[config.mk]
export PLATFORM = sky130hd
export DESIGN_NAME = univ_shift_reg
export DESIGN_NICKNAME = d
export VERILOG_FILES = /design/src/rtl/univ_shift_reg.sv
export SDC_FILE = /design/constraint.sdc
export NUM_CORES = 1
export LEC_CHECK = 0
export CAP_MARGIN = 20
export CORE_UTILIZATION = 40
export CTS_BUF_LIST = sky130_fd_sc_hd__clkbuf_2
export DETAILED_ROUTE_END_ITERATION = 12
export GPL_TIMING_DRIVEN = 0
export PLACE_DENSITY_LB_ADDON = 0.2
export SYNTH_ARGS = -nofsm -noshare
export SYNTH_HDL_FRONTEND = slang
export SYNTH_SLANG_ARGS = --single-unit
[constraint.sdc]
create_clock -name clk -period 1.45 [get_ports clk]
set_clock_uncertainty 0.05 [all_clocks]
set_input_delay 0.29 -clock clk [delete_from_list [all_inputs] [get_ports clk]]
set_output_delay 0.29 -clock clk [all_outputs]
set_load 0.02 [all_outputs]
[src/rtl/univ_shift_reg.sv]
// Universal WIDTH-bit register: hold / shift right / shift left / parallel load,
// optional rotate, plus a bits-remaining counter for parallel-to-serial use.
module univ_shift_reg #(
  parameter int                 WIDTH   = 8,
  parameter logic [WIDTH-1:0]   RST_VAL = '0,
  parameter int                 CW      = $clog2(WIDTH+1)
) (
  input  logic             clk,
  input  logic             rst,
  input  logic             en,
  input  logic [1:0]       mode,
  input  logic             rotate,
  input  logic             sin_r,
  input  logic             sin_l,
  input  logic [WIDTH-1:0] d,
  output logic [WIDTH-1:0] q,
  output logic             sout_r,
  output logic             sout_l,
  output logic [CW-1:0]    bits_left,
  output logic             empty
);

  localparam logic [1:0] MODE_HOLD  = 2'b00;
  localparam logic [1:0] MODE_RIGHT = 2'b01;
  localparam logic [1:0] MODE_LEFT  = 2'b10;
  localparam logic [1:0] MODE_LOAD  = 2'b11;

  logic [WIDTH-1:0] q_nxt;
  logic [CW-1:0]    bl_nxt;
  logic [CW-1:0]    bl_dec;
  logic             in_r;
  logic             in_l;

  // Shifting past empty keeps moving data but the counter pins at zero.
  assign bl_dec = (bits_left == '0) ? '0 : bits_left - CW'(1);
  assign in_r   = rotate ? q[0]       : sin_r;
  assign in_l   = rotate ? q[WIDTH-1] : sin_l;

  always_comb begin
    q_nxt  = q;
    bl_nxt = bits_left;
    if (en) begin
      case (mode)
        MODE_RIGHT: begin
          q_nxt  = {in_r, q[WIDTH-1:1]};
          bl_nxt = bl_dec;
        end
        MODE_LEFT: begin
          q_nxt  = {q[WIDTH-2:0], in_l};
          bl_nxt = bl_dec;
        end
        MODE_LOAD: begin
          q_nxt  = d;
          bl_nxt = CW'(WIDTH);
        end
        default: begin
          q_nxt  = q;
          bl_nxt = bits_left;
        end
      endcase
    end
  end

  always_ff @(posedge clk or posedge rst) begin
    if (rst) begin
      q         <= RST_VAL;
      bits_left <= '0;
    end else begin
      q         <= q_nxt;
      bits_left <= bl_nxt;
    end
  end

  assign sout_r = q[0];
  assign sout_l = q[WIDTH-1];
  assign empty  = (bits_left == '0);

endmodule

; ---- After elaboration in Yosys (flattened, before gate mapping)
; Cells that the tools add are included.
; Widths: inputs -> output; s select.
[word_totals]
inputBits = 16
out_inout_bits = 15
elab_cells = 17
reg_bits = 12
[classes]
n_reduce_logical = 6
n_eq_ne = 3
addsub = 1
n_mux = 5
[op_table]
columns = cell, n
row1 = $pmux 8 s3, 1
row2 = $pmux 4 s2, 1
row3 = $eq 2x2->1 const B, 2
row4 = $logic_not 4->1, 1
row5 = $mux 4, 1
row6 = $reduce_and 2->1, 2
row7 = $sub 4x1->4 const B, 1
row8 = $reduce_bool 3->1, 1
row9 = $eq 2x1->1 const B, 1
row10 = $mux 1, 2
row11 = $reduce_bool 2->1, 1
row12 = $reduce_or 2->1, 1

; ---- Longest topological paths before layout
; Gate-level depths: netlist of run 1.
[logic_depth]
depth_word = 4
depth_mapped = 6
mapped_depth_nobuf = 6

; ---- Least setup slack after synthesis of run 1
; Ideal clock, no wire load.
[synth_path]
path_kind = register to register
start = register bits_left[0]
end = register bits_left[1]
path_stages_with_launch = 7
arrival_ns = 1.534
n_path_buf = 0
setup_slack_ns = -0.255
synth_period_minus_slack_ns = 1.705
t_required_ns = 1.280
setup_time_ns = 0.120
cell_sequence = dfrtp_1 inv_1 ha_1 or3b_2 inv_1 a2111o_1 nand2_1
[synth_via]
elab_chain_cells = 3
word_cells_on_any_way = 4
cone_classes = add/sub: 1 / mux: 2 / reduce/logical: 1
[synth_lines]
columns = element, line
row1 = from (decl), 19  ; output logic [CW-1:0] bits_left,
row2 = from (signal assigned), 70  ; bits_left <= bl_nxt;
row3 = $logic_not 4->1, n/a
row4 = net empty, 20  ; output logic empty
row5 = $mux 4, 35  ; assign bl_dec = (bits_left == '0) ? '0 : bits_left - CW'(1);
row6 = $pmux 4 s2, 43  ; case (mode)
; The timed path passes the listed nets, and every way through them passes these cells.
; A chain may end at the register's enable or synchronous reset.

; ---- Worst setup path in the final report of run 1
[layout_path]
start = register bits_left[0]
end = output port empty
[layout_via]
elab_chain_cells = 1
[layout_lines]
columns = element, line
row1 = $logic_not 4->1, 76  ; assign empty = (bits_left == '0);
row2 = to (decl), 20
; Every way passes these cells.

==> flow_summary.json, run 1 <==
{
  "htreeDepth": 1,
  "port-buffer-count": 30,
  "cp_max_fo": 2,
  "start_util_pct": 43.6,
  "core_um2": 1780,
  "synth_compound_area_share_pct": 24.4,
  "seq_power_share_pct": 30.5,
  "antenna_left": 0,
  "synth-adder-area-share_pct": 3.22,
  "fin_ws_ps": -413,
  "antenna_cells": 0,
  "worstSetupStartpointType": "flip-flop",
  "syn_area_per_cell_um2": 9.05,
  "crit_end": "empty",
  "required_ps": 1110,
  "syn_inst": 86,
  "synth.top_cell.area_share_pct": 38.6,
  "ys.warnings.count": 0,
  "rows": 15,
  "synth_simple_gate_area_share_pct": 13.7,
  "grt_util_all_layers_pct": 21.8,
  "min_period_ps": 1860,
  "worst-endpoint-arrival_ps": 1520,
  "die_w_um": 46.1,
  "pwr-share-comb_pct": 57.8,
  "p_switching_uw": 691,
  "ios": 31,
  "p_leak_nw": 0.532,
  "stdcell_count": 155,
  "ys_ff_latch": 12,
  "post_synth_mux_area_share_pct": 11.1,
  "slew_violations": 0,
  "dp_cells": 141,
  "status": "complete, but fails checks",
  "grt_max_degree": 13,
  "fin_total_pwr_mw": 1.69,
  "insertion_delay_ps": 280,
  "rsz0062_at_grt": "true",
  "fillers": 153,
  "wirelength_um": 2220,
  "gp_congestion": 0.850,
  "grt_pass1_wl_um": 3280,
  "clk_path_buf_depth": 2,
  "ff2ff_path_depth": 6,
  "maxCapViolations": 0,
  "hold_viol_final": 0,
  "synth_top_area_cell": "dfrtp_1",
  "min_period_over_period_pct": 128,
  "max-slew-margin-rel_pct": 67.8,
  "cts_tree": "yes",
  "finalSetupTns_ps": -600,
  "die_h_um": 46.1,
  "firstDrtPassIters": 4,
  "yosys.area_share.xor_xnor_pct": 1.13,
  "via_per_inst": 5.34,
  "numCtsBuffers": 3,
  "violations": "negative setup slack",
  "p_clk_share_pct": 11.7,
  "reg2reg_slack_ps": -70,
  "drc": 0,
  "synth-seq-area-share_pct": 38.6,
  "drtIter0Drc": 32,
  "hold_path.class": "in -> async",
  "dpl-instance-area_um2": 1130,
  "cts_sinks": 12,
  "syn_nets": 104,
  "cts-root-buf": "clkbuf_2",
  "max_freq_mhz": 537,
  "crit_type": "reg -> out",
  "design_area_um2": 1200,
  "final-setup-viol-count": 4,
  "dp_hpwl_um": 1540,
  "synth_area_leaders": "dfrtp_1, mux2_2, o21ai_0",
  "r2r_start": "bits_left[0]$_DFFE_PP0P_",
  "switching_share_pct": 40.9,
  "ys_types": 29,
  "syn_area_um2": 778,
  "grt_pass1_vias": 768,
  "power.density_nw_per_um2": 1410,
  "setup.worst_path.start": "bits_left[0]$_DFFE_PP0P_",
  "r2r-end": "bits_left[2]$_DFFE_PP0P_",
  "cts.clk_slew.worst_paths_ps": 150,
  "overflow": 0,
  "wl_per_cell_um": 14.3,
  "endpoint_kind": "output port",
  "dieArea_um2": 2130,
  "intPower_uw": 1000,
  "ir_worst_vdd_mv": 0.740,
  "vias": 827,
  "drive_gt1_share_pct": 30.0,
  "antenna_found_initial": 0,
  "worst_pin_slew_ps": 483,
  "nets": 149,
  "synth_top_family_by_area": "compound AO/OA/AOI/OAI gates",
  "syn2layout_area_growth_pct": 54.5
}
-- routing by layer --
| layer | vias up | global-route usage [%] | share of wire (%) | routed length (um) |
|---|---|---|---|---|
| met5 | - | 0 | 0 | 0 |
| met4 | 0 | 8.24 | 1.3 | 28 |
| met3 | 4 | 4.31 | 4.5 | 101 |
| met2 | 31 | 37.5 | 52 | 1150 |
| met1 | 393 | 26.5 | 42 | 941 |
| li1 | 399 | - | - | - |
-- critical path: stages (launching register included) --
cell and delay (ps):
dfrtp_2 450, inv_2 90, ha_4 130, or3b_4 400, inv_4 70, buf_6 110
-- synthesized netlist by cell type --
library cell and instances:
buf_2 1, nand4_1 2, nand3b_1 1, o21a_1 2, or3b_2 1, mux2_2 5, a2111o_1 1, o21ai_1 1
nand2_1 7, o22ai_1 6, nand2b_2 1, nor2b_1 1, ha_1 2, mux2i_1 3, nor2_1 5, or3_1 1
o2bb2ai_1 1, o221ai_1 2, dfrtp_1 12, nand3_1 1, nand2b_1 1, o21ai_0 8, clkbuf_1 1, a21oi_1 7
o22a_1 1, xor2_1 1, inv_1 6, o41a_1 1, buf_4 4
-- metrics by stage --
| step | worst slack [ps] | util [%] | hold slack, ps |
|---|---|---|---|
| 4_1_cts | -383 | 66.7 | 280 |
| 3_3_place_gp | -557 | 63.4 | 479 |
| 6_report | -413 | 67.4 | 243 |
| 2_1_floorplan | -30.6 | - | 105 |
| 3_5_place_dp | -570 | 63.4 | 490 |
| 5_1_grt | -435 | 67.4 | 309 |
-- flip-flops by register name, indices dropped and copies added (netlist names) --
name and count:
bits_left 4, q 8
-- cell usage in the layout, fill, tap and decap left out, types with 3 or more instances in the layout --
master           count
inv_1                3
dfrtp_1             10
mux2_2               5
clkdlybuf4s50_1     14
o22ai_1              6
dlygate4sd2_1       10
a21oi_1              7
nand2_1              7
o21ai_1              3
mux2i_1              3
clkbuf_2             5
o21ai_0              6
buf_4               15
buf_2                4
nor2_1               5
-- area by class of cell --
cell class	instances	area, um2	share of cell area (%)
inverters	6	25.0	2.08
clock buffers	4	20.0	1.66
flip-flops and latches	12	303	25.2
well taps	25	31.3	2.60
multi-input cells	62	437	36.3
plain buffers	6	40.0	3.33
repair buffers	40	347	28.8
-- power by group through the flow --
stage | Sequential, mW | Clock, mW | Combinational (mW)
after floorplan | 0.634 | 0 | 0.375
after global placement | 0.532 | 0 | 0.815
after detailed placement | 0.541 | 0 | 0.833
final | 0.516 | 0.198 | 0.977
after global routing | 0.527 | 0.214 | 1.04
after CTS | 0.515 | 0.192 | 0.905
-- how the worst min path moves through the flow --
stage	from	endpoint	slack [ps]
final	rst	q[2]$_DFFE_PP0P_	240
after global routing	rst	q[2]$_DFFE_PP0P_	310
after CTS	rst	q[1]$_DFFE_PP0P_	280
after detailed placement	bits_left[2]$_DFFE_PP0P_	bits_left[2]$_DFFE_PP0P_	490
after global placement	bits_left[2]$_DFFE_PP0P_	bits_left[2]$_DFFE_PP0P_	480
after floorplan	rst	bits_left[2]$_DFFE_PP0P_	100
-- kinds of logic (layout without fill, tap and decap cells) --
| family | count (synthesis) | count (layout) |
|---|---|---|
| AOI/OAI and AO/OA | 30 | 30 |
| and+or+nand+nor | 21 | 21 |
| DFF | 12 | 12 |
| buffers and inverters | 12 | 56 |
| muxes | 8 | 8 |
| adders and majority gates | 2 | 2 |
| xor gates and xnor gates | 1 | 1 |
-- what timing repair did --
action / CTS / global route
setup endpoints to repair: 22 / 7
gates cloned: 0 / 0
hold buffers: 0 / 0
buffers inserted: 7 / 3
resized for setup: 33 / 6
pin swaps: 0 / 1
(Power assumes the default switching activity.)
==> run 2, diff against run 1 <==
Settings changed: ABC_CLOCK_PERIOD_IN_PS from default to 1450.
==> results of run 2 <==
The final DEF is identical to that of run 1; final timing and power are the same.
